$ cat config.mk
export PLATFORM = sky130hd
export DESIGN_NAME = rd_req_arbiter_flat
export DESIGN_NICKNAME = d
export VERILOG_FILES = /design/src/rtl/rd_req_arbiter_if.sv /design/src/rtl/rd_req_arbiter.sv /design/src/flat_wrapper.sv
export SDC_FILE = /design/constraint.sdc
export NUM_CORES = 1
export LEC_CHECK = 0
export ABC_CLOCK_PERIOD_IN_PS = 9600
export BUFFER_PORTS_ARGS = -buffer_cell sky130_fd_sc_hd__buf_2
export CAP_MARGIN = 5
export CORE_AREA = 2 2 533 535
export DETAILED_ROUTE_END_ITERATION = 8
export DIE_AREA = 0 0 535 537
export HOLD_SLACK_MARGIN = 0.12
export PLACE_DENSITY = 0.3
export SETUP_SLACK_MARGIN = 0.1
export SLEW_MARGIN = 30
export SYNTH_ARGS = -nofsm -noshare
export SYNTH_HDL_FRONTEND = slang
export SYNTH_SLANG_ARGS = --single-unit
$ cat constraint.sdc
create_clock -name clk -period 9.6 [get_ports clk]
set_input_delay 1.44 -clock clk [delete_from_list [all_inputs] [get_ports clk]]
set_output_delay 1.44 -clock clk [all_outputs]
set_load 0.005 [all_outputs]
$ cat src/rtl/rd_req_arbiter_if.sv
// -----------------------------------------------------------------------------
// rd_req_arbiter_if
// Bundles every non-clock/reset signal of rd_req_arbiter.
//   requester side : req_valid/req_addr/req_len in, req_ready out (one-hot)
//   host side      : spl_tx_rd_almostfull in, cor_tx_rd_valid/addr/len out
//   return side    : io_rx_rd_valid/io_rx_data in,
//                    rsp_valid/rsp_data/rsp_last/err_unexpected_rsp out
// Modport slave is the arbiter; modport master is whoever drives the requests
// and the read returns (the engines plus afu_io, or a testbench).
// -----------------------------------------------------------------------------
interface rd_req_arbiter_if #(
  parameter int NUM_REQ = 4
);
  logic [NUM_REQ-1:0]    req_valid;
  logic [NUM_REQ*58-1:0] req_addr;
  logic [NUM_REQ*6-1:0]  req_len;
  logic [NUM_REQ-1:0]    req_ready;
  logic                  spl_tx_rd_almostfull;
  logic                  cor_tx_rd_valid;
  logic [57:0]           cor_tx_rd_addr;
  logic [5:0]            cor_tx_rd_len;
  logic                  io_rx_rd_valid;
  logic [511:0]          io_rx_data;
  logic [NUM_REQ-1:0]    rsp_valid;
  logic [511:0]          rsp_data;
  logic                  rsp_last;
  logic                  err_unexpected_rsp;

  modport slave (
    input  req_valid, req_addr, req_len, spl_tx_rd_almostfull,
    input  io_rx_rd_valid, io_rx_data,
    output req_ready, cor_tx_rd_valid, cor_tx_rd_addr, cor_tx_rd_len,
    output rsp_valid, rsp_data, rsp_last, err_unexpected_rsp
  );

  modport master (
    output req_valid, req_addr, req_len, spl_tx_rd_almostfull,
    output io_rx_rd_valid, io_rx_data,
    input  req_ready, cor_tx_rd_valid, cor_tx_rd_addr, cor_tx_rd_len,
    input  rsp_valid, rsp_data, rsp_last, err_unexpected_rsp
  );
endinterface

$ cat src/rtl/rd_req_arbiter.sv
// -----------------------------------------------------------------------------
// rd_req_arbiter
// Round-robin arbiter that shares one core-side read-request channel among
// NUM_REQ read engines. A request is granted only when the host queue is not
// almost full, the owner FIFO has room and the cache lines it adds keep the
// in-flight total within MAX_OUTSTANDING. Read data returns in request order,
// so a FIFO of {owner, length} tells which requester each returning CL
// belongs to and when its last CL has arrived.
// Ports:
//   clk        core clock
//   spl_reset  synchronous, active-high reset
//   bus        rd_req_arbiter_if.slave (request, issue and response signals)
// -----------------------------------------------------------------------------
module rd_req_arbiter #(
  parameter int NUM_REQ         = 4,
  parameter int MAX_OUTSTANDING = 64,
  parameter int OWNER_DEPTH     = 16
) (
  input  logic           clk,
  input  logic           spl_reset,
  rd_req_arbiter_if.slave bus
);

  localparam int ID_W  = (NUM_REQ > 1) ? $clog2(NUM_REQ) : 1;
  localparam int CNT_W = $clog2(MAX_OUTSTANDING + 1);
  localparam int PTR_W = $clog2(OWNER_DEPTH);

  // Arbitration
  logic [6:0]         len_eff [NUM_REQ];
  logic [NUM_REQ-1:0] eligible;
  logic [ID_W-1:0]    scan_idx;
  logic [ID_W-1:0]    winner;
  logic               grant_found;
  logic               issue;

  // State
  logic [ID_W-1:0]    rr_ptr_q, rr_ptr_d;
  logic [CNT_W-1:0]   outstanding_q, outstanding_d;
  logic [PTR_W:0]     wr_ptr_q, wr_ptr_d;
  logic [PTR_W:0]     rd_ptr_q, rd_ptr_d;
  logic [5:0]         beat_cnt_q, beat_cnt_d;
  logic               cor_valid_q, cor_valid_d;
  logic [57:0]        cor_addr_q, cor_addr_d;
  logic [5:0]         cor_len_q, cor_len_d;
  logic [NUM_REQ-1:0] rsp_valid_q, rsp_valid_d;
  logic [511:0]       rsp_data_q, rsp_data_d;
  logic               rsp_last_q, rsp_last_d;
  logic               err_q, err_d;

  // Owner FIFO
  logic [ID_W-1:0]    fifo_id_q  [OWNER_DEPTH];
  logic [6:0]         fifo_len_q [OWNER_DEPTH];
  logic [PTR_W:0]     fifo_count;
  logic               fifo_full;
  logic               fifo_empty;
  logic [ID_W-1:0]    head_id;
  logic [6:0]         head_len;

  // Pointers carry one extra wrap bit so full and empty are distinguishable.
  assign fifo_count = wr_ptr_q - rd_ptr_q;
  assign fifo_full  = (fifo_count == (PTR_W+1)'(OWNER_DEPTH));
  assign fifo_empty = (wr_ptr_q == rd_ptr_q);
  assign head_id    = fifo_id_q[rd_ptr_q[PTR_W-1:0]];
  assign head_len   = fifo_len_q[rd_ptr_q[PTR_W-1:0]];

  always_comb begin
    for (int i = 0; i < NUM_REQ; i++) begin
      len_eff[i]  = (bus.req_len[6*i +: 6] == 6'd0) ? 7'd64 : {1'b0, bus.req_len[6*i +: 6]};
      // An over-long request only masks itself; others remain grantable.
      eligible[i] = bus.req_valid[i] && !bus.spl_tx_rd_almostfull && !fifo_full &&
                    (int'(outstanding_q) + int'(len_eff[i]) <= MAX_OUTSTANDING);
    end
  end

  // First eligible requester at or after rr_ptr, wrapping.
  always_comb begin
    // NOTE: every variable of a combinational block gets a default before any
    // conditional assignment, so no latch can be inferred.
    grant_found = 1'b0;
    winner      = '0;
    scan_idx    = '0;
    for (int k = 0; k < NUM_REQ; k++) begin
      scan_idx = ID_W'((int'(rr_ptr_q) + k) % NUM_REQ);
      if (!grant_found && eligible[scan_idx]) begin
        grant_found = 1'b1;
        winner      = scan_idx;
      end
    end
  end

  assign issue         = grant_found && !spl_reset;
  assign bus.req_ready = issue ? (NUM_REQ'(1) << winner) : '0;

  always_comb begin
    cor_valid_d = issue;
    cor_addr_d  = cor_addr_q;
    cor_len_d   = cor_len_q;
    rr_ptr_d    = rr_ptr_q;
    wr_ptr_d    = wr_ptr_q;
    rd_ptr_d    = rd_ptr_q;
    beat_cnt_d  = beat_cnt_q;
    rsp_valid_d = '0;
    rsp_data_d  = rsp_data_q;
    rsp_last_d  = 1'b0;
    err_d       = err_q;

    if (issue) begin
      cor_addr_d = bus.req_addr[int'(winner)*58 +: 58];
      cor_len_d  = bus.req_len[int'(winner)*6 +: 6];
      wr_ptr_d   = wr_ptr_q + (PTR_W+1)'(1);
      rr_ptr_d   = (int'(winner) == NUM_REQ-1) ? '0 : winner + ID_W'(1);
    end

    if (bus.io_rx_rd_valid) begin
      if (fifo_empty) begin
        // Nobody owns this CL: drop it and flag the protocol violation.
        err_d = 1'b1;
      end else begin
        rsp_valid_d = NUM_REQ'(1) << head_id;
        rsp_data_d  = bus.io_rx_data;
        if ({1'b0, beat_cnt_q} + 7'd1 == head_len) begin
          rsp_last_d = 1'b1;
          rd_ptr_d   = rd_ptr_q + (PTR_W+1)'(1);
          beat_cnt_d = '0;
        end else begin
          beat_cnt_d = beat_cnt_q + 6'd1;
        end
      end
    end

    // Issue and return in the same cycle are both applied; a stray return
    // never takes the count below zero.
    outstanding_d = outstanding_q
                  + (issue ? CNT_W'(len_eff[winner]) : CNT_W'(0))
                  - ((bus.io_rx_rd_valid && outstanding_q != '0) ? CNT_W'(1) : CNT_W'(0));
  end

  always_ff @(posedge clk) begin
    if (spl_reset) begin
      // NOTE: sequential state uses <= so every flop samples pre-edge values.
      rr_ptr_q      <= '0;
      outstanding_q <= '0;
      wr_ptr_q      <= '0;
      rd_ptr_q      <= '0;
      beat_cnt_q    <= '0;
      cor_valid_q   <= 1'b0;
      cor_addr_q    <= '0;
      cor_len_q     <= '0;
      rsp_valid_q   <= '0;
      rsp_data_q    <= '0;
      rsp_last_q    <= 1'b0;
      err_q         <= 1'b0;
    end else begin
      rr_ptr_q      <= rr_ptr_d;
      outstanding_q <= outstanding_d;
      wr_ptr_q      <= wr_ptr_d;
      rd_ptr_q      <= rd_ptr_d;
      beat_cnt_q    <= beat_cnt_d;
      cor_valid_q   <= cor_valid_d;
      cor_addr_q    <= cor_addr_d;
      cor_len_q     <= cor_len_d;
      rsp_valid_q   <= rsp_valid_d;
      rsp_data_q    <= rsp_data_d;
      rsp_last_q    <= rsp_last_d;
      err_q         <= err_d;
    end
  end

  // NOTE: the FIFO storage has no reset; the pointers alone decide which
  // entries are live, so stale contents are never read.
  always_ff @(posedge clk) begin
    if (issue) begin
      fifo_id_q[wr_ptr_q[PTR_W-1:0]]  <= winner;
      fifo_len_q[wr_ptr_q[PTR_W-1:0]] <= len_eff[winner];
    end
  end

  assign bus.cor_tx_rd_valid    = cor_valid_q;
  assign bus.cor_tx_rd_addr     = cor_addr_q;
  assign bus.cor_tx_rd_len      = cor_len_q;
  assign bus.rsp_valid          = rsp_valid_q;
  assign bus.rsp_data           = rsp_data_q;
  assign bus.rsp_last           = rsp_last_q;
  assign bus.err_unexpected_rsp = err_q;

endmodule

$ cat src/flat_wrapper.sv
// flat-port wrapper written by rule: the top's interface ports become plain ports
module rd_req_arbiter_flat 
#(
  parameter int NUM_REQ         = 4,
  parameter int MAX_OUTSTANDING = 64,
  parameter int OWNER_DEPTH     = 16
)
  (clk, spl_reset, bus_req_valid, bus_req_addr, bus_req_len, bus_spl_tx_rd_almostfull, bus_io_rx_rd_valid, bus_io_rx_data, bus_req_ready, bus_cor_tx_rd_valid, bus_cor_tx_rd_addr, bus_cor_tx_rd_len, bus_rsp_valid, bus_rsp_data, bus_rsp_last, bus_err_unexpected_rsp);
  rd_req_arbiter_if #(.NUM_REQ(NUM_REQ)) bus_i ();
  input  logic clk;
  input  logic spl_reset;
  input wire logic [$bits(bus_i.req_valid)-1:0] bus_req_valid;
  input wire logic [$bits(bus_i.req_addr)-1:0] bus_req_addr;
  input wire logic [$bits(bus_i.req_len)-1:0] bus_req_len;
  input wire logic [$bits(bus_i.spl_tx_rd_almostfull)-1:0] bus_spl_tx_rd_almostfull;
  input wire logic [$bits(bus_i.io_rx_rd_valid)-1:0] bus_io_rx_rd_valid;
  input wire logic [$bits(bus_i.io_rx_data)-1:0] bus_io_rx_data;
  output wire logic [$bits(bus_i.req_ready)-1:0] bus_req_ready;
  output wire logic [$bits(bus_i.cor_tx_rd_valid)-1:0] bus_cor_tx_rd_valid;
  output wire logic [$bits(bus_i.cor_tx_rd_addr)-1:0] bus_cor_tx_rd_addr;
  output wire logic [$bits(bus_i.cor_tx_rd_len)-1:0] bus_cor_tx_rd_len;
  output wire logic [$bits(bus_i.rsp_valid)-1:0] bus_rsp_valid;
  output wire logic [$bits(bus_i.rsp_data)-1:0] bus_rsp_data;
  output wire logic [$bits(bus_i.rsp_last)-1:0] bus_rsp_last;
  output wire logic [$bits(bus_i.err_unexpected_rsp)-1:0] bus_err_unexpected_rsp;
  assign bus_i.req_valid = bus_req_valid;
  assign bus_i.req_addr = bus_req_addr;
  assign bus_i.req_len = bus_req_len;
  assign bus_i.spl_tx_rd_almostfull = bus_spl_tx_rd_almostfull;
  assign bus_i.io_rx_rd_valid = bus_io_rx_rd_valid;
  assign bus_i.io_rx_data = bus_io_rx_data;
  assign bus_req_ready = bus_i.req_ready;
  assign bus_cor_tx_rd_valid = bus_i.cor_tx_rd_valid;
  assign bus_cor_tx_rd_addr = bus_i.cor_tx_rd_addr;
  assign bus_cor_tx_rd_len = bus_i.cor_tx_rd_len;
  assign bus_rsp_valid = bus_i.rsp_valid;
  assign bus_rsp_data = bus_i.rsp_data;
  assign bus_rsp_last = bus_i.rsp_last;
  assign bus_err_unexpected_rsp = bus_i.err_unexpected_rsp;
  rd_req_arbiter #(.NUM_REQ(NUM_REQ), .MAX_OUTSTANDING(MAX_OUTSTANDING), .OWNER_DEPTH(OWNER_DEPTH)) u_core (.clk(clk), .spl_reset(spl_reset), .bus(bus_i));
endmodule
Word level (Yosys, flattened, before mapping). Memories as Yosys holds them, arrays and structs flattened. A register that Yosys moved wholly into a read port is not among the register bits. Index checks and enable logic that the tools add are counted.

Add/subtract/negate cells: 15. Multipliers: 2. Magnitude comparators: 9. Equality and inequality tests: 4. Shift-type cells: 4. Multiplexer cells: 35. Bitwise operators: 3. Reductions and logical operators: 32.

Operators with widths (count): 232-bit by 32-bit indexed part select with 58-bit output (1); 32-bit by 8-bit less-or-equal comparator with 1-bit output, second input constant (4); 7-bit two-way mux (7); 7-bit by 7-bit adder with 8-bit output (4); 24-bit by 32-bit indexed part select with 6-bit output (1); 6-bit logical NOT (4); 4-bit two-way mux (5); 1-bit logical AND (17); 7-bit binary-select mux with 2-bit select (1); 2-bit by 3-bit < comparator with 1-bit output, second input constant (4); 1-bit two-way mux (12); 5-bit by 1-bit adder with 5-bit output, second input constant (2); 2-bit two-way mux (5); 1-bit binary-select mux with 2-bit select (4); 1-bit by 2-bit << shifter with 4-bit output, first input constant (2); 6-bit by 1-bit adder with 7-bit output, second input constant (1); 7-bit adder (1); 7-bit == test (1); 2-bit by 5-bit multiplier with 7-bit output, second input constant (1); 7-bit nonzero test (1); 7-bit subtractor (1); 6-bit by 1-bit adder with 6-bit output, second input constant (1); 1-bit logical NOT (6); 6-bit two-way mux (1); other kinds (13) (17).

Register bits: 608. Bits in writable memories: 144. Word-level logic and storage cells: 118. Memories: 2.

Memory list: u_core.fifo_len_q (depth 16, width 7, rd ports 1, clocked after memory_dff 1, wr ports 1, RTL line rd_req_arbiter.sv:52) `logic [6:0] fifo_len_q [OWNER_DEPTH];`; u_core.fifo_id_q (depth 16, width 2, rd ports 1, clocked after memory_dff 1, wr ports 1, RTL line rd_req_arbiter.sv:51) `logic [ID_W-1:0] fifo_id_q [OWNER_DEPTH];`.

Longest topological paths before layout.
Depth in word-level cells: 24. Gate-level depth with buffers: 25. Depth with buffers taken out: 24.

Least setup slack after synthesis. OpenSTA, ideal clock, no wires.

Kind: in2reg. From: in bus_req_len[23]. To: reg u_core.outstanding_q[6]. Data arrival time: 6954 ps. Data required time: 9477 ps. Slack: 2522 ps. Stages on the path: 24. Buffers on the path: 1. Cell sequence: or4_1 -> nor3_1 -> ha_1 -> nand2_1 -> nand3b_1 -> a2111o_1 -> a211oi_1 -> nor3b_1 -> o21a_1 -> a2111oi_4 -> buf_6 -> mux2i_1 -> mux2i_1 -> nand2_1 -> ha_1 -> fa_1 -> nor2b_1 -> o21ai_0 -> nand2b_1 -> a21o_1 -> a21oi_1 -> xnor2_1 -> and2_1 -> mux2_1.

Cells in the longest elaborated chain, start to end: 24. Elaborated cells between the ends (all ways): 35.

Ends and longest elaborated chain: from (decl) (RTL line flat_wrapper.sv:14) `input wire logic [$bits(bus_i.req_len)-1:0] bus_req_len;`; 6-bit logical NOT (RTL line rd_req_arbiter.sv:68) `len_eff[i] = (bus.req_len[6*i +: 6] == 6'd0) ? 7'd64 : {1'b0, bus.req_len[6*i +: 6]};`; 7-bit two-way mux * (RTL line rd_req_arbiter.sv:68); 7-bit by 7-bit adder with 8-bit output * (RTL line rd_req_arbiter.sv:71) `(int'(outstanding_q) + int'(len_eff[i]) <= MAX_OUTSTANDING);`; 32-bit by 8-bit less-or-equal comparator with 1-bit output * (RTL line rd_req_arbiter.sv:71); 1-bit logical AND * (RTL line rd_req_arbiter.sv:70) `eligible[i] = bus.req_valid[i] && !bus.spl_tx_rd_almostfull && !fifo_full &&`; 1-bit binary-select mux with 2-bit select (RTL line rd_req_arbiter.sv:84) `if (!grant_found && eligible[scan_idx]) begin`; 1-bit two-way mux (not written as such) (RTL line rd_req_arbiter.sv:84); 1-bit two-way mux (RTL line rd_req_arbiter.sv:84); [... 8 more ...]; 2-bit two-way mux * (RTL line rd_req_arbiter.sv:84); named net u_core.winner[1] (RTL line rd_req_arbiter.sv:32) `logic [ID_W-1:0] winner;`; 2-bit NOT with 3-bit output (not written as such) * (RTL line rd_req_arbiter.sv:134) `+ (issue ? CNT_W'(len_eff[winner]) : CNT_W'(0))`; 7-bit binary-select mux with 2-bit select * (RTL line rd_req_arbiter.sv:134); 7-bit two-way mux (not written as such) * (2 in a row) (RTL line rd_req_arbiter.sv:134); 7-bit two-way mux * (RTL line rd_req_arbiter.sv:134); 7-bit adder * (RTL line rd_req_arbiter.sv:134); 7-bit subtractor * (RTL line rd_req_arbiter.sv:135) `- ((bus.io_rx_rd_valid && outstanding_q != '0) ? CNT_W'(1) : CNT_W'(0));`; to (signal assigned) (RTL line rd_req_arbiter.sv:155) `outstanding_q <= outstanding_d;`; to (decl) (RTL line rd_req_arbiter.sv:38) `logic [CNT_W-1:0] outstanding_q, outstanding_d;`.

Mark *: on every way through the listed nets, which the timed path passes. The rest lies on a longest branch. The select of a mux whose other input is x is not followed. A chain may end at the register's enable or synchronous reset.

Worst setup path after layout.
From: in bus_req_len[22]. To: out bus_req_ready[1].

Cells in the longest elaborated chain, start to end: 19. Elaborated cells between the ends (all ways): 30.

Ends and longest elaborated chain: 6-bit logical NOT (RTL line rd_req_arbiter.sv:68); 7-bit two-way mux * (RTL line rd_req_arbiter.sv:68); 7-bit by 7-bit adder with 8-bit output * (RTL line rd_req_arbiter.sv:71); 32-bit by 8-bit less-or-equal comparator with 1-bit output * (RTL line rd_req_arbiter.sv:71); 1-bit logical AND * (RTL line rd_req_arbiter.sv:70); 1-bit binary-select mux with 2-bit select (RTL line rd_req_arbiter.sv:84); 1-bit two-way mux (not written as such) (RTL line rd_req_arbiter.sv:84); 1-bit two-way mux (RTL line rd_req_arbiter.sv:84); [... 3 more ...]; 1-bit logical NOT (RTL line rd_req_arbiter.sv:84); 1-bit logical AND (RTL line rd_req_arbiter.sv:84); 1-bit two-way mux (RTL line rd_req_arbiter.sv:84); 1-bit logical NOT (RTL line rd_req_arbiter.sv:84); 1-bit logical AND (RTL line rd_req_arbiter.sv:84); 2-bit two-way mux / 1-bit two-way mux (equally long branches) (RTL line rd_req_arbiter.sv:84); 1-bit by 2-bit << shifter with 4-bit output / 1-bit logical AND (equally long branches) (RTL line rd_req_arbiter.sv:92, rd_req_arbiter.sv:91); 4-bit two-way mux * (RTL line rd_req_arbiter.sv:92) `assign bus.req_ready = issue ? (NUM_REQ'(1) << winner) : '0;`; to (decl) (RTL line flat_wrapper.sv:18) `output wire logic [$bits(bus_i.req_ready)-1:0] bus_req_ready;`.

Mark *: on every way between the ends. The rest lies on a longest branch, timed or not. The select of a mux whose other input is x is not followed.

==> flow_metrics.tcl <==
set metrics [dict create \
    drive_above_1_share_pct 35.9 \
    cap_violations 0 \
    power_frac_seq_pct 34.1 \
    yosysUniqueCellTypes 64 \
    drt_first_pass_iters 7 \
    fp.coreArea_sq_mm 0.281 \
    r2r_slack_ns 3.20 \
    slew_headroom_pct 25.1 \
    dp.cells 8169 \
    place.gp.congestion 0.849 \
    cts_max_path_buffers 4 \
    die-area_sq_mm 0.287 \
    p_sw_mw 4.59 \
    synth_adder_area_share_pct 2.58 \
    finClkSkew_ns 0.0566 \
    grt_pass1_wl_microns 269000 \
    dpl_cell_area_sq_mm 0.0412 \
    holdBufCountCts 0 \
    area_growth_pct 49.4 \
    internal-power_mw 7.80 \
    arrival_ns 5.78 \
    clkLatencyLatePin_ns 0.81 \
    reg2reg_to "u_core.outstanding_q[6]" \
    crit_type "input port to primary output" \
    end_kind "primary output" \
    start_util_pct 10.7 \
    synthXorXnorAreaFrac_pct 0.757 \
    synth-compound-area-share_pct 13.8 \
    pre_cts_slack_ns 2.02 \
    wl_per_cell_microns 24.7 \
    synthArstFlopShare_pct 0 \
    grt_max_degree 166 \
    nets 5370 \
    synth_top_cell_by_area "dfxtp_1" \
    p_comb_share_pct 31.9 \
    cp.required_ns 8.16 \
    clk_pin_slew_ns 0.06 \
    tns_ns 0 \
    finish.utilization_pct 16.0 \
    status "finished, final reports clean" \
    yosys-top-cells-area "dfxtp_1 41%, edfxtp_1 14%, nand2_1 13%" \
    yosysTopAreaCellShare_pct 40.7 \
    final_area_sq_mm 0.0449 \
    drtAntennaViolNets 0 \
    synth_edf_count 144 \
    grt_pass1_vias 29200 \
    hold_viol_final 0 \
    hold_ws_ns 0.448 \
    drt_iter0_drc 1578 \
    synth_simple_gate_area_share_pct 15.9 \
    cts_buffers 106 \
    overflow 0 \
    synth-seq-cells 756 \
    hold_depth 1 \
    post_cts_buffers 0 \
    grt_use_total_pct 13.7 \
    min_from "u_core.bus.cor_tx_rd_addr[20]" \
    final_cells 8394 \
    vdd_drop_max_mv 0.280 \
    cts_resized 0 \
    p_leak_nw 18.6 \
    synth_top_family_by_area "simple AND/OR/NAND/NOR gates" \
    powerDensity_mw_per_mm2 276 \
    fp.dieW_microns 535 \
    synth_flop_cell "dfxtp_1" \
    portBuffers 1362 \
    crit_fanout 23 \
    rsz0062_at_grt "no" \
    ys_seq_area_share_pct 55.1 \
    cts_max_level 3 \
    hp-class "flop to flop" \
    layout_setup_ws_ns 2.38 \
    finalPower_mw 12.4 \
    routed_wl_microns 207000 \
    cts_root_buf "clkbuf_16" \
    max_freq_mhz 138 \
    ioPinCount 1363 \
    vias_per_cell 3.49 \
    syn_inst 3259 \
    setup_violations 0 \
    vias 29300 \
    cts_tree "yes" \
    maxSlewViolCount 0 \
    crit_start "bus_req_len[22]" \
    clkSinkCount 756 \
    drc_errors 0 \
    dp_hpwl_microns 167000 \
    fin_crit_sh_pct 75.2 \
    reg2reg_depth 24 \
    cp-start-kind "input port" \
    avgSynthCellArea_sq_um 9.23 \
    dieHeight_microns 537 \
    n_fill_cell 32100 \
    min_to "u_core.bus.cor_tx_rd_addr[20]" \
    r2r-start "u_core.outstanding_q[1]" \
    clkPwrFrac_pct 34.0 \
    worstMarginPinSlew_ns 1.12 \
    synth.area.mux_share_pct 8.06 \
    period_minus_slack_ns 7.22 \
    synth_fp_nets 4094 \
    num_rows 195 \
    p_sw_share_pct 37.0 \
    yosysWarnings 0 \
    synth_area_sq_mm 0.0301 \
    antenna_found_initial 119 \
]
-- worst max path at each step --
stage / endpoint / slack, ns / depth (start not counted)
floorplan: u_core.outstanding_q[6] / 2.52 / 24
global placement: u_core.outstanding_q[6] / 1.96 / 25
detailed placement: u_core.outstanding_q[6] / 2.02 / 25
CTS: bus_req_ready[1] / 2.36 / 16
global route: bus_req_ready[0] / 2.14 / 16
finish: bus_req_ready[1] / 2.38 / 16
-- worst max-delay path, stage by stage --
cell       delay [ns]
buf_2            0.14
or4_1            0.51
nor3_1           0.22
ha_1             0.32
nand2_1          0.08
nand3b_1         0.12
a2111o_1         0.40
a211oi_1         0.24
nor3b_1          0.16
o21a_1           0.16
a2111oi_4        0.84
buf_4            0.44
inv_1            0.11
ha_1             0.20
and3_1           0.22
buf_2            0.15
-- placed cells by master, fill, tap and decap left out, types with 25 or more instances in the layout --
cell type	instances
dfxtp_1	609
nor2_1	55
a21oi_1	536
buf_4	36
o22ai_1	60
inv_1	44
nand2_1	1056
clkbuf_8	25
clkbuf_16	107
ha_1	54
diode_2	31
mux4_2	45
a21o_1	65
buf_2	1361
mux2i_1	134
edfxtp_1	144
-- power by group through the flow --
stage	logic (mW)	registers [mW]	clock network, mW
floorplan	1.96	4.26	0
global placement	4.08	4.28	0
detailed placement	4.08	4.29	0
CTS	4.09	4.23	4.39
global route	4.38	4.30	4.50
finish	3.95	4.23	4.21
-- routing by layer --
layer / GRT usage [%] / part of all wire [%] / up-vias
met2: 24.0 / 49 / 1241
met3: 7.23 / 12 / 305
met5: 0 / 0.15 / -
met1: 14.5 / 37 / 14000
met4: 2.85 / 2.0 / 46
li1: - / - / 13700
-- kinds of logic (layout without fill, tap and decap cells) --
group,after synthesis,in the layout
AO/OA/AOI/OAI,737,737
XOR/XNOR,26,26
adder cells (fa/ha/maj),59,59
buffers and inverters,285,1646
flip-flops,756,756
multiplexers,185,185
other,0,31
AND/OR/NAND/NOR,1211,1211
-- flip-flops by register name (all words and copies together), names as in the netlist, 2 cells and up, named ones only --
register                   count
u_core.rd_ptr_q                5
u_core.bus.rsp_data          512
u_core.fifo_len_q            112
u_core.outstanding_q           7
u_core.fifo_id_q              32
u_core.bus.cor_tx_rd_addr     58
u_core.wr_ptr_q                5
u_core.bus.rsp_valid           4
u_core.rr_ptr_q                2
u_core.beat_cnt_q              6
u_core.bus.cor_tx_rd_len       6
-- Yosys cell counts (all sizes together), types with 9 or more instances --
| cell type | number |
|---|---|
| a21o | 65 |
| buf | 43 |
| inv | 45 |
| xnor2 | 16 |
| nor2b | 10 |
| nor3 | 21 |
| o22ai | 60 |
| mux2i | 138 |
| o21a | 9 |
| ha | 54 |
| clkbuf | 197 |
| o21ai | 18 |
| mux4 | 45 |
| a21oi | 536 |
| nor2 | 58 |
| xor2 | 10 |
| edfxtp | 144 |
| nand2 | 1057 |
| dfxtp | 612 |
-- final cells by class --
type / instances / area (sq um) / area share [%]
antenna: 31 / 77.6 / 0.173
clock buffer: 148 / 3080 / 6.86
clock inverter: 45 / 578 / 1.29
inverter: 45 / 169 / 0.376
multi-input combinational: 2218 / 12500 / 27.7
sequential: 756 / 16600 / 36.9
tap: 3743 / 4680 / 10.4
timing repair buffer: 1408 / 7300 / 16.2
Power figures use the tool's default switching activity.
